<file path="config.mk">
export PLATFORM = sky130hd
export DESIGN_NAME = div32_16
export DESIGN_NICKNAME = d
export VERILOG_FILES = /design/src/rtl/div_pkg.sv /design/src/rtl/div_step.sv /design/src/rtl/div32_16.sv
export SDC_FILE = /design/constraint.sdc
export NUM_CORES = 1
export LEC_CHECK = 0
export ABC_AREA = 1
export CORE_ASPECT_RATIO = 0.75
export CORE_MARGIN = 2
export CORE_UTILIZATION = 56
export DETAILED_ROUTE_END_ITERATION = 6
export PLACE_DENSITY = 0.87
export SYNTH_ARGS = -nofsm -noshare
export SYNTH_HDL_FRONTEND = slang
export SYNTH_SLANG_ARGS = --single-unit
</file>
<file path="constraint.sdc">
create_clock -name clk -period 2.9 [get_ports clk]
set_clock_uncertainty 0.1 [all_clocks]
set_input_delay 0.29 -clock clk [delete_from_list [all_inputs] [get_ports clk]]
set_output_delay 0.29 -clock clk [all_outputs]
set_load 0.005 [all_outputs]
</file>
<file path="src/rtl/div_pkg.sv">
// -----------------------------------------------------------------------------
// div_pkg
// Shared definitions for the div32_16 divider slice.
//   DIV_N   : default divisor/quotient/remainder width (dividend is 2*DIV_N)
//   state_t : divider control states (IDLE / CALC / DONE)
// No ports (package).
// -----------------------------------------------------------------------------
package div_pkg;

    localparam int DIV_N = 16;

    typedef enum logic [1:0] {
        IDLE = 2'd0,
        CALC = 2'd1,
        DONE = 2'd2
    } state_t;

endpackage

</file>
<file path="src/rtl/div_step.sv">
// -----------------------------------------------------------------------------
// div_step
// One combinational step of restoring division: shift the next dividend bit
// into the partial remainder, compare against the divisor in N+1 bits and
// subtract when the trial value is not smaller.
// Ports:
//   rem_in  [N-1:0] : partial remainder before this step
//   bit_in          : next dividend bit (MSB first)
//   divisor [N-1:0] : divisor
//   rem_out [N-1:0] : partial remainder after this step
//   q_bit           : quotient bit produced by this step
// -----------------------------------------------------------------------------
module div_step
    import div_pkg::*;
#(
    parameter int N = DIV_N
) (
    input  logic [N-1:0] rem_in,
    input  logic         bit_in,
    input  logic [N-1:0] divisor,
    output logic [N-1:0] rem_out,
    output logic         q_bit
);

    logic [N:0] trial;

    assign trial = {rem_in, bit_in};
    assign q_bit = (trial >= {1'b0, divisor});
    // When the subtraction happens the true difference is below the divisor,
    // so computing it in N bits loses nothing.
    assign rem_out = q_bit ? (trial[N-1:0] - divisor) : trial[N-1:0];

endmodule

</file>
<file path="src/rtl/div32_16.sv">
// -----------------------------------------------------------------------------
// div32_16
// Sequential unsigned 2N-by-N restoring divider, one quotient bit per cycle.
// Handshake: an operation is accepted on in_valid && in_ready (IDLE only);
// the result is held with out_valid until out_ready is seen.
// Divide-by-zero returns dz=1, quotient all ones, remainder = dividend low half.
// Optional macro DIV32_16_OVF_DETECT_EN: when defined, operands whose dividend
// high half is >= a non-zero divisor are flagged ovf=1 with quotient all ones
// and remainder 0, skipping the iteration. When undefined, ovf is always 0.
// Ports:
//   clk, rst_n (sync, active-low)
//   in_valid, in_ready, dividend[2N-1:0], divisor[N-1:0]
//   out_valid, out_ready, quotient[N-1:0], remainder[N-1:0], dz, ovf
// -----------------------------------------------------------------------------
module div32_16
    import div_pkg::*;
#(
    parameter int N = DIV_N
) (
    input  logic           clk,
    input  logic           rst_n,
    input  logic           in_valid,
    output logic           in_ready,
    input  logic [2*N-1:0] dividend,
    input  logic [N-1:0]   divisor,
    output logic           out_valid,
    input  logic           out_ready,
    output logic [N-1:0]   quotient,
    output logic [N-1:0]   remainder,
    output logic           dz,
    output logic           ovf
);

    localparam int CW = (N > 1) ? $clog2(N) : 1;

    state_t        state;
    state_t        state_next;
    logic [CW-1:0] count;
    logic [N-1:0]  rem;
    logic [N-1:0]  quo;
    logic [N-1:0]  dvs;
    logic          dz_r;
    logic          ovf_r;

    logic          div_zero;
    logic          ovf_hit;
    logic [N-1:0]  step_rem;
    logic          step_q;

    assign div_zero = (divisor == '0);

`ifdef DIV32_16_OVF_DETECT_EN
    assign ovf_hit = !div_zero && (dividend[2*N-1:N] >= divisor);
`else
    assign ovf_hit = 1'b0;
`endif

    // quo doubles as the dividend-low shift register: its MSB is the next
    // dividend bit, and quotient bits enter at the LSB.
    div_step #(.N(N)) u_step (
        .rem_in  (rem),
        .bit_in  (quo[N-1]),
        .divisor (dvs),
        .rem_out (step_rem),
        .q_bit   (step_q)
    );

    always_comb begin
        state_next = state;
        case (state)
            IDLE: begin
                if (in_valid) begin
                    state_next = (div_zero || ovf_hit) ? DONE : CALC;
                end
            end
            CALC: begin
                if (count == CW'(N - 1)) begin
                    state_next = DONE;
                end
            end
            DONE: begin
                if (out_ready) begin
                    state_next = IDLE;
                end
            end
            default: state_next = IDLE;
        endcase
    end

    always_ff @(posedge clk) begin
        if (!rst_n) begin
            state <= IDLE;
            count <= '0;
            rem   <= '0;
            quo   <= '0;
            dvs   <= '0;
            dz_r  <= 1'b0;
            ovf_r <= 1'b0;
        end else begin
            state <= state_next;
            case (state)
                IDLE: begin
                    if (in_valid) begin
                        dvs   <= divisor;
                        count <= '0;
                        dz_r  <= div_zero;
                        ovf_r <= ovf_hit;
                        if (div_zero) begin
                            quo <= '1;
                            rem <= dividend[N-1:0];
                        end else if (ovf_hit) begin
                            quo <= '1;
                            rem <= '0;
                        end else begin
                            quo <= dividend[N-1:0];
                            rem <= dividend[2*N-1:N];
                        end
                    end
                end
                CALC: begin
                    rem   <= step_rem;
                    quo   <= {quo[N-2:0], step_q};
                    count <= count + CW'(1);
                end
                default: ;
            endcase
        end
    end

    assign in_ready  = (state == IDLE);
    assign out_valid = (state == DONE);
    assign quotient  = quo;
    assign remainder = rem;
    assign dz        = dz_r;
    assign ovf       = ovf_r;

endmodule

</file>
==> out/qor.csv <==
stage,metric,value,unit
sta,TNS Setup,0,ns
logic_synthesis,most frequent cell after synthesis,nand2_1,
sta,slew of the pin with the lowest slew margin,0.708,ns
setup_path,worst reg-to-reg setup slack,0.47,ns
global_routing,vias in the first global route,4148,
logic_synthesis,"FF+latch count, synth",55,
global_routing,pin count of the biggest net entering global routing,41,
power_and_ir_drop,Tot Pwr,0.00287,W
clock_network,CTS resizes,0,
sta,f_max,0.412,GHz
layout,diode count,0,
detailed_routing,Vias,4440,
logic_synthesis,"EDFF count, synth",0,
placement,gpl congestion,0.922,
logic_synthesis,asr flop ratio synth,0,
clock_network,CTS H-tree depth,2,
detailed_routing,Via density,5.33,
logic_synthesis,Post-Synthesis Cells,660,
die,Rows,27,
global_routing,initial antenna violation count,0,
setup_path,Worst setup EP type,flip-flop,
sta,Final Critical Period,2.43,ns
setup_path,Worst R2R End,remainder[3],
power_and_ir_drop,Peak VDD IR,0.000307,V
detailed_routing,routed length per placed instance,13.9,µm
detailed_routing,First DRT Iteration DRCs,304,
outcome,run status,completed,
detailed_routing,TritonRoute pass-1 iters,5,
layout,Layout fillers,654,
setup_path,CP Launch Type,flip-flop,
die,Core Area,0.00723,mm²
layout,share of cells above drive strength 1,0.0792,
power_and_ir_drop,Reg power frac,0.326,
logic_synthesis,yosys warns,0,
setup_path,CP max FO,16,
clock_network,Longest Clk Path Bufs,2,
logic_synthesis,Synth area leader,dfxtp_1,
logic_synthesis,Yosys top cell area share,0.268,
layout,P&R area growth vs syn,23.8,%
run,max_cap viols,0,
sta,setup violators final,0,
power_and_ir_drop,Leak,2.50,nW
clock_network,clock tree from TritonCTS,yes,
sta,Slew HR,0.527,
power_and_ir_drop,Power Density,564,mW/mm²
layout,Multi-input gate area,0.00242,mm²
detailed_routing,detailed-route DRC error count,0,
clock_network,worst skew pair latency,0.31,ns
clock_network,clk root buf,clkbuf_8,
logic_synthesis,Mapped Nets,730,
setup_path,Worst setup endpoint,remainder[3],
setup_path,Critical Path RT,3.01,ns
placement,post-DP HPWL,8880,µm
placement,PortBufs,86,
setup_path,kind of critical path,reg2reg,
power_and_ir_drop,switch share,0.437,
power_and_ir_drop,clock power share,0.152,
sta,RSZ-0062 raised after global routing,no,
logic_synthesis,main flop type after synthesis,dfxtp_1,
clock_network,hold buffer count at cts,0,
setup_path,FF-to-FF path depth,13,
logic_synthesis,Mean Syn Cell Area,6.23,µm²
detailed_routing,DRT antenna net count,0,
min_path,worst min-delay path class,reg2reg,
power_and_ir_drop,Switch Pwr,0.00125,W
die,Die ar.,0.00805,mm²
logic_synthesis,synth cell count leaders,"149 x nand2_1, 114 x inv_1, 79 x o21ai_0",
die,Die H,78.2,µm
sta,period utilization,0.838,
die,initial core utilization,0.568,
detailed_routing,Routed WL,11600,µm
sta,Final Hold Viols,0,
setup_path,FF-to-FF Start,remainder[11],
sta,Final Max Tran Viols,0,
layout,Nets,801,
die,IO Pins,88,
global_routing,GRT overflow,0,
sta,worst hold slack,0.363,ns
setup_path,"Arr. time, crit path",2.54,ns
setup_path,crit path launch,remainder[11],
clock_network,CTS sink count,55,
power_and_ir_drop,Internal Power,0.00161,W
logic_synthesis,Synth cell types,39,
logic_synthesis,Post-Syn Area,0.00411,mm²
layout,"Core Util, Final",0.704,
die,die width,103,µm
clock_network,Num CTS Buffers,5,
global_routing,first-pass GRT wire length,19100,µm
clock_network,"Reg clk slew, reported paths",0.11,ns
logic_synthesis,"Seq/Total Area, Yosys",0.268,
layout,Reg area,0.00110,mm²
logic_synthesis,main area contributors after synthesis,"dfxtp_1 27%, nand2_1 14%, inv_1 10%, o21ai_0 9.6%, ha_1 5.2%",
global_routing,overall global routing resource usage,0.295,
clock_network,post-CTS setup repair buffer count,0,
power_and_ir_drop,combinational share of power,0.523,
-- power by group through the flow --
stage	Clock, W	Sequential, W	Combinational [W]
global route	0.000470	0.000945	0.00167
global placement	0	0.000945	0.00144
floorplan	0	0.000927	0.00107
CTS	0.000439	0.000932	0.00149
finish	0.000435	0.000934	0.00150
detailed placement	0	0.000948	0.00147
-- metrics by stage --
step | cells | setup WS, ns | instance area [µm²]
floorplan | 660 | 0.970 | 4110
global placement | 825 | 0.580 | 5000
detailed placement | 825 | 0.510 | 5000
CTS | 833 | 0.506 | 5090
global route | 833 | 0.257 | 5090
finish | 833 | 0.470 | 5090
-- worst min-delay path by stage --
stage	slack, ns	start	cells past startpoint	endpoint
3_3_place_gp	0.34	dvs[10]	2	dvs[10]
5_1_grt	0.39	dvs[2]	2	dvs[2]
4_1_cts	0.37	dvs[4]	2	dvs[4]
2_1_floorplan	0.33	dvs[10]	2	dvs[10]
3_5_place_dp	0.35	dvs[4]	2	dvs[4]
6_report	0.36	dvs[3]	2	dvs[3]
-- worst max-delay path: stages (launching register included) --
cell     delay [ns]
dfxtp_1        0.36
ha_1           0.41
nand2_2        0.13
inv_1          0.06
nand2_1        0.06
nand2_1        0.07
nand2_1        0.06
nand2_1        0.08
nor2_4         0.39
nand2_4        0.23
nand2_1        0.12
nand3_1        0.07
nor2_1         0.11
nor2_1         0.07
-- layout by cell type, fill, tap and decap left out, types with 7 or more instances in the layout --
cell               n
a21oi_1           41
a21oi_2            7
a31oi_1            7
buf_4              8
clkdlybuf4s50_1   86
dfxtp_1           55
ha_1              17
inv_1            114
nand2_1          149
nand2_2           13
nand3_1           29
nand3_2           11
nand3b_1           7
nand4_1           10
nor2_1            54
o21ai_0           79
-- routing by layer --
layer  global-route usage  vias to the layer above  wire length, µm
met5                    0                        -                0
met2                0.486                      196             5380
met4               0.0592                        0               80
met1                0.415                     1996             5270
li1                     -                     2238                -
met3               0.0365                       10              880
-- cell families (layout without fill, tap and decap cells) --
group	count (synthesis)	in the layout	share of synthesized area
and+or+nand+nor	289	289	0.328
buffers and inverters	147	219	0.144
AOI/OAI and AO/OA	144	144	0.190
DFF	55	55	0.268
adders and majority gates	18	18	0.0566
xor gates and xnor gates	6	6	0.0128
other	1	1	0.000913
-- flip-flops by register name, indices dropped and copies added, names as in the netlist --
register   count
count          4
dz             1
state          2
remainder     16
quotient      16
dvs           16
-- final cells by class --
| type | count | area share |
|---|---|---|
| Timing Repair Buffer | 94 | 0.181 |
| Multi-Input combinational cell | 458 | 0.475 |
| Clock buffer | 6 | 0.0143 |
| Sequential cell | 55 | 0.216 |
| Tap cell | 101 | 0.0248 |
| Clock inverter | 2 | 0.00246 |
| Inverter | 117 | 0.0863 |
No activity file was read; power rests on OpenSTA's default activity.
